<file path="src/rtl/cacheline_burst_adapter_pkg.sv">
// cacheline_burst_adapter_pkg: shared widths and the adapter state encoding
package cacheline_burst_adapter_pkg;
  localparam int LINE_W  = 256;
  localparam int BURST_W = 64;
  localparam int ADDR_W  = 32;
  localparam int BEATS_W = LINE_W / BURST_W;
  typedef enum logic [1:0] {IDLE, READ, WRITE, DONE} adapter_state_t;
endpackage

</file>
<file path="src/rtl/cacheline_burst_adapter.sv">
// cacheline_burst_adapter: serialises cache lines into memory bursts and assembles fills
module cacheline_burst_adapter
  import cacheline_burst_adapter_pkg::*;
#(
  parameter int LINE_WIDTH  = LINE_W,
  parameter int BURST_WIDTH = BURST_W,
  parameter int ADDR_WIDTH  = ADDR_W
) (
  input  logic                   clk,
  input  logic                   rst_n,
  input  logic                   line_read_i,
  input  logic                   line_write_i,
  input  logic [ADDR_WIDTH-1:0]  line_addr_i,
  input  logic [LINE_WIDTH-1:0]  line_i,
  output logic [LINE_WIDTH-1:0]  line_o,
  output logic                   line_resp_o,
  output logic                   mem_read_o,
  output logic                   mem_write_o,
  output logic [ADDR_WIDTH-1:0]  mem_addr_o,
  input  logic [BURST_WIDTH-1:0] burst_i,
  output logic [BURST_WIDTH-1:0] burst_o,
  input  logic                   mem_resp_i
);
  localparam int BEATS = LINE_WIDTH / BURST_WIDTH;
  localparam int CW = $clog2(BEATS);
  localparam logic [ADDR_WIDTH-1:0] ALIGN = ~ADDR_WIDTH'(LINE_WIDTH / 8 - 1);
  adapter_state_t state_q, state_d;
  logic [CW-1:0] count_q, count_d;
  logic [LINE_WIDTH-1:0] buf_q, buf_d;
  logic [ADDR_WIDTH-1:0] addr_q, addr_d;
  logic last;
  assign last = count_q == CW'(BEATS - 1);
  // next state: accept requests in IDLE, step one beat per mem_resp_i while bursting
  always_comb begin
    state_d = state_q;
    count_d = count_q;
    buf_d   = buf_q;
    addr_d  = addr_q;
    case (state_q)
      IDLE: if (line_write_i || line_read_i) begin
        state_d = line_write_i ? WRITE : READ;
        addr_d  = line_addr_i & ALIGN;
        count_d = '0;
        if (line_write_i) buf_d = line_i;
      end
      READ, WRITE: if (mem_resp_i) begin
        if (state_q == READ) buf_d[int'(count_q)*BURST_WIDTH +: BURST_WIDTH] = burst_i;
        count_d = last ? '0 : count_q + CW'(1);
        if (last) state_d = DONE;
      end
      default: state_d = IDLE;
    endcase
  end
  // state, beat counter, line buffer and burst address registers
  always_ff @(posedge clk or negedge rst_n) begin
    if (!rst_n) begin
      state_q <= IDLE;
      count_q <= '0;
      buf_q   <= '0;
      addr_q  <= '0;
    end else begin
      state_q <= state_d;
      count_q <= count_d;
      buf_q   <= buf_d;
      addr_q  <= addr_d;
    end
  end
  // outputs decoded from registered state only
  always_comb begin
    line_o      = buf_q;
    line_resp_o = state_q == DONE;
    mem_read_o  = state_q == READ;
    mem_write_o = state_q == WRITE;
    mem_addr_o  = state_q == IDLE ? '0 : addr_q;
    burst_o     = state_q == WRITE ? buf_q[int'(count_q)*BURST_WIDTH +: BURST_WIDTH] : '0;
  end
endmodule

</file>
<file path="config.mk">
export PLATFORM = sky130hd
export DESIGN_NAME = cacheline_burst_adapter
export DESIGN_NICKNAME = d
export VERILOG_FILES = /design/src/rtl/cacheline_burst_adapter_pkg.sv /design/src/rtl/cacheline_burst_adapter.sv
export SDC_FILE = /design/constraint.sdc
export NUM_CORES = 1
export LEC_CHECK = 0
export CAP_MARGIN = 20
export CORE_AREA = 10 10 265 267
export DETAILED_ROUTE_END_ITERATION = 8
export DIE_AREA = 0 0 275 277
export PLACE_DENSITY_LB_ADDON = 0.25
export SYNTH_ARGS = -nofsm -noshare
export SYNTH_HDL_FRONTEND = slang
export SYNTH_SLANG_ARGS = --single-unit
</file>
<file path="constraint.sdc">
create_clock -name clk -period 4.9 [get_ports clk]
set_clock_uncertainty 0.05 [all_clocks]
set_input_delay 1.225 -clock clk [delete_from_list [all_inputs] [get_ports clk]]
set_output_delay 1.225 -clock clk [all_outputs]
set_load 0.005 [all_outputs]
</file>
After elaboration in Yosys (flattened, before gate mapping)
Index checks and enable logic that the tools add are counted.

operators by class
  shifts and indexed selects = 3
  add/subtract/negate cells = 2
  reductions and logical operators = 8
  eq/ne operators = 9
  muxes and demuxes = 17

operators with widths
  cell                       count
  $mux 256                   4
  $pmux 256 s2               1
  $bwmux 256                 1
  $shift 64x33->256 const A  1
  $shiftx 256x9->64          1
  $shiftx 64x33->256         1
  $mux 64                    1
  $neg 8->33                 1
  $mux 32                    1
  $mux 2                     7
  $ne 2x2->1 const B         5
  $pmux 2 s2                 2
  $eq 2x2->1 const B         3
  $reduce_and 3->1           2
  $reduce_and 5->1           1
  $add 2x1->2 const B        1
  $eq 2x1->1 const B         1
  $logic_not 2->1            1
  $reduce_and 2->1           1
  $reduce_bool 2->1          1
  $reduce_or 2->1            1
  $logic_or 1x1->1           1

word-level totals
  input bits = 357
  bits in registers = 287

Depth between registers and ports, before layout
Gate-level depths: netlist of the first run.

  depth after elaboration = 6
  mapped depth = 11
  gate-level depth less buffers = 6

Least setup slack after synthesis of the first run
No wires, ideal clock.

  kind = register -> output
  start point = register count_q[0]
  end point = output burst_o[25]
  cell stages (with the launch flop) = 6
  path slack = 1.851 ns
  data arrival time = 1.774 ns
  path through = dfrtp_1 -> clkbuf_1 -> buf_2 -> buf_2 -> mux4_2 -> and2_1

between the ends
  longest elaborated chain between the ends = 2

ends and longest elaborated chain
  what                      line                           RTL
  start: declaration        cacheline_burst_adapter.sv:28  logic [CW-1:0] count_q, count_d;
  start signal: assignment  cacheline_burst_adapter.sv:63  count_q <= count_d;
  $shiftx 256x9->64         cacheline_burst_adapter.sv:75  burst_o = state_q == WRITE ? buf_q[int'(count_q)*BURST_WIDTH +: BURST_WIDTH] : '0;
  $mux 64                   cacheline_burst_adapter.sv:75
  end: declaration          cacheline_burst_adapter.sv:21  output logic [BURST_WIDTH-1:0] burst_o,

Every way passes these cells.

Worst setup path in the final report of the first run
  start point = register count_q[0]
  end point = output burst_o[62]

The elaborated chain is that of the path after synthesis.

==> reports/results.ini, run 1 <==
[setup_path]
r2r-start=state_q[1]
crit_required_ns=3.62
critPathArrivalTime_ns=2.88
critPathKind=flop to primary output
crit_path_start_kind=flop
critPathLaunch=count_q[0]
end_kind=primary output
path_max_fanout=31

[sta]
setup_tns_ns=0
final_hold_viol_count=0
rsz0062_at_grt=no
tightest_slew_ns=0.916
setup_viol=0
slew_headroom=0.390
period_share=0.847
drv_slew=0
fin_crit_ns=4.15
fmax_mhz=241

[place]
io_buffers=701
place_area_um2=23500
dpl.hpwl_um=54100
routabilityCongestion=0.836

[die]
ioPinCount=712
core_um2=65200
fp.dieH_um=277
rows=94
fp.dieW_um=275
initial_core_util=0.238
die_area_um2=76200

[routing]
drt-vias-per-instance=4.89
vias=13200
wl_per_cell_um=27.8
drt-total-wl_um=75100
ant_nets=0
first_pass_iters=5
drc_errors=0
drt_iter0_drc=713

[global_routing]
track_usage=0.190
grt_pass1_wl_um=107000
grt-ovfl-total=0
grt_max_degree=134
antenna_found_initial=10
grt_pass1_vias=14500

[clock_network]
cts_buffers=38
post_cts_buffers=0
path_clk_slew_ns=0.06
cts-root-buf=clkbuf_16
cts_resized=0
cts_tree=yes
cts.path.max_buffers=3
cts.htree.levels=2
cts_hold_buf=0
clk_latency_ns=0.54
numClockSinks=287

[worst_hold_path]
hold_start=addr_q[18]
hp-class=flop to flop

[synth]
yosys_register_bits=287
syn_area_per_cell_um2=13.6
yosys_warnings=0
synth_cell_types=31
ys_seq_area_frac=0.464
syn-instance-count=1142
syn_area_um2=15500

[pwr]
p_leak_nw=10.1
peakVddDrop_v=0.000580
p_total_mw=17.5
power_density_nw_per_um2=709

[final_layout]
drive_gt1_frac=0.244
fillers=6360
post-route-util=0.379
fin_nets=2176
final_area_um2=24700
area_growth_pct=59.5

[status]
outcome=finished clean

[flow_run]
drv_cap=0

## per-layer routing
layer | vias up | part of all wire | track usage
met5 | - | 0.00064 | 0
met4 | 6 | 0.029 | 0.0615
met3 | 118 | 0.077 | 0.0545
met2 | 520 | 0.51 | 0.331
met1 | 6846 | 0.38 | 0.218
li1 | 5730 | - | -
## cells in the mapped netlist (all sizes together)
library cell	n	area [µm²]
a2111oi	1	27.5
a21oi	1	5.00
a221oi	1	8.76
a22o	256	2240
a22oi	1	7.51
and2	64	400
buf	53	265
clkbuf	58	218
conb	1	3.75
dfrtp	287	7180
ha	11	138
inv	7	26.3
mux2	283	3190
mux4	64	1440
nand2	5	21.3
nand2b	2	12.5
nand3	1	5.00
nand3b	2	15.0
nor2	4	15.0
nor2b	28	175
nor3	1	10.0
nor3b	1	7.51
nor4b	1	8.76
o211ai	1	7.51
o21ai	8	51.3
## layout make-up
class	instances	area (µm²)	area share
tap	864	1080	0.0438
clock buffer	55	1100	0.0444
inverter	7	33.8	0.00137
antenna	7	17.5	0.000709
clock inverter	8	75.1	0.00304
sequential	287	7190	0.291
multi-input combinational	741	7860	0.318
timing repair buffer	733	7340	0.297
## kinds of logic after synthesis
kind of cell,count (synthesis),synth area share
muxes,347,0.299
and+or+nand+nor,109,0.0433
buffers and inverters,118,0.0329
other,1,0.000242
AOI/OAI and AO/OA,269,0.152
DFF,287,0.464
adders and majority gates,11,0.00889
## cell usage in the layout (no fill, tap or decap), types with 3 or more instances in the layout
cell,n
conb_1,5
clkinv_2,4
o21ai_4,3
ha_1,10
and2_1,64
inv_1,6
mux4_2,64
clkbuf_16,39
dfrtp_1,285
clkbuf_8,6
mux2_2,283
o21ai_0,4
clkbuf_1,10
buf_4,26
clkdlybuf4s50_1,700
nor2_1,3
nor2b_1,28
diode_2,7
a22o_1,256
buf_12,6
nand2_1,4
## per-stage QoR
step / instances / worst slack [ns] / hold slack [ns]
after global routing: 2701 / 0.616 / 0.460
after floorplan: 1146 / 1.85 / 0.421
after detailed placement: 2632 / 1.01 / 0.435
final: 2702 / 0.748 / 0.445
after global placement: 2632 / 1.00 / 0.431
after CTS: 2695 / 0.695 / 0.449
## where the power goes
group / switching (mW) / leakage, nW / internal (mW) / total [mW]
registers: 0.863 / 3.64 / 3.47 / 4.33
clock network: 1.10 / 0.575 / 1.60 / 2.69
logic: 4.56 / 5.85 / 5.94 / 10.5
total: 6.52 / 10.1 / 11.0 / 17.5
## registers in the layout (all words and copies together), names as in the netlist
name     cells
line_o     256
count_q      2
state_q      2
addr_q      27
## path summary, 6_finish.rpt
kind	to	slack, ns	depth (start not counted)
min in group asynchronous	line_o[38]	0.68	1
setup reg to reg	line_o[109]	1.55	6
hold / removal	addr_q[18]	0.45	1
setup / recovery	burst_o[62]	0.75	4
hold reg to reg	addr_q[18]	0.45	1
max in group asynchronous	line_o[15]	3.14	2
## worst max-delay path: stages, from the launching register on
cell,delay (ns)
dfrtp_4,0.42
buf_4,0.57
mux4_2,0.64
and2_1,0.19
clkdlybuf4s50_1,0.47
Power figures use the tool's default switching activity.
==> run 2, diff against run 1 <==
- CORE_AREA: 10 10 265 267 -> 10 10 270 272
- DIE_AREA: 0 0 275 277 -> 0 0 280 282
- clock period: 4.9 -> 3.9 ns (I/O delays scaled with it)
==> reports/results.ini, run 2 (synthesized netlist as in run 1, its figures left out) <==
[final_layout]
final_area_um2=24900
final_cell_mix=clkdlybuf4s50_1, dfrtp_1, mux2_2
layout.cells.non_filler=2729
drive_gt1_frac=0.245
area_growth_pct=60.8
post-route-util=0.368
mostFrequentLayoutCell=clkdlybuf4s50_1
fin_nets=2174
largest_register_ffs=256

[global_routing]
use_met3=0.0573
track_usage=0.187
grt-ovfl-total=0
top_usage_layer=met2
grt_max_degree=184
grt_pass1_vias=14800
use_met2=0.318
antenna_found_initial=17
grt_pass1_wl_um=109000
use_met1=0.216

[sta]
rsz0062_at_grt=no
fin_crit_ns=3.71
tightest_slew_ns=1.27
fmax_mhz=269
fin_hold_ws_ns=0.359
setup_tns_ns=0
setup_viol=0
setup_slack_ns=0.186
drv_slew=0
period_share=0.952
final_hold_viol_count=0
slew_headroom=0.155

[setup_path]
slowest_stage=mux4_2
path_max_fanout=53
r2r-start=state_q[1]
critPathBufInv=2
end_kind=primary output
critPathArrivalTime_ns=2.69
critPathKind=flop to primary output
crit_path_start_kind=flop
path_cells=buf_12 -> mux4_2 -> and2_1 -> clkdlybuf4s50_1
reg2reg_slack_ns=0.80
crit_path_max_incr_delay_ns=0.57
crit_family=buffers and inverters
r2r_cells=6
crit_required_ns=2.87
reg2reg_to=line_o[157]

[pwr]
p_total_mw=22.2
p_int_mw=14.0
power_frac_seq=0.243
peakVddDrop_v=0.000885
clock_power_share=0.158
power_density_nw_per_um2=893
p_leak_nw=10.1
power_frac_comb=0.598
swShare=0.370
switching_power_mw=8.24

[clock_network]
cts.path.max_buffers=3
cts_buffers=38
cts_hold_buf=0
cts_tree=yes
numClockSinks=287
cts.htree.levels=2
path_clk_slew_ns=0.05
clk_latency_ns=0.55
cts_resized=0
cts-root-buf=clkbuf_16
post_cts_buffers=0

[routing]
drt-vias-per-instance=4.85
wl_per_cell_um=28.2
ant_nets=0
drt-total-wl_um=76800
drc_errors=0
vias=13200
drt_iter0_drc=797
first_pass_iters=7

[status]
outcome=finished clean

[place]
place_area_um2=23600
dp_slack_ns=0.481
io_buffers=701
dpl.hpwl_um=54700
routabilityCongestion=0.823
place_inst=2648

[die]
fp.dieH_um=282
ioPinCount=712
core_um2=67700
rows=96
fp.dieW_um=280
initial_core_util=0.229
die_area_um2=79000

[flow_run]
drv_cap=0

[worst_hold_path]
hp-class=primary input to asynchronous set/reset pin

[run 2: worst register-to-register path, cell delays in order, from the launching register on]
cell and delay [ns]:
dfrtp_1 0.43, inv_1 0.10, ha_1 0.59, inv_8 0.27, buf_12 0.36, a22o_1 0.91
mux2_2 0.26
[run 2: layout make-up]
type | instances | area, µm²
Fill cell | 6674 | 42800
Multi-Input combinational cell | 741 | 7860
Timing Repair Buffer | 731 | 7430
Sequential cell | 287 | 7190
Clock buffer | 59 | 1170
Tap cell | 882 | 1100
Clock inverter | 7 | 63.8
Antenna cell | 15 | 37.5
Inverter | 7 | 33.8
[run 2: power by group through the flow]
stage	Sequential [mW]	Clock, mW	Combinational [mW]
final	5.41	3.52	13.3
after global routing	5.58	3.77	14.2
after CTS	5.41	3.66	13.5
after detailed placement	5.44	0	13.5
after global placement	5.38	0	13.4
after floorplan	5.18	0	7.32
[run 2: worst max path at each step]
stage / cells after the start / slack, ns / start / end
6_report: 4 / 0.19 / count_q[0] / burst_o[41]
3_5_place_dp: 6 / 0.48 / mem_resp_i / line_o[87]
2_1_floorplan: 5 / 1.10 / count_q[0] / burst_o[25]
4_1_cts: 4 / 0.08 / count_q[0] / burst_o[1]
3_3_place_gp: 6 / 0.50 / mem_resp_i / line_o[92]
5_1_grt: 4 / 0.02 / count_q[0] / burst_o[53]
[run 2: routing by layer]
layer,up-vias,wire length (µm),share of wire
met4,6,2360,0.031
met5,-,39,0.00051
li1,5748,-,-
met1,6834,29500,0.38
met3,111,5950,0.077
met2,524,39000,0.51
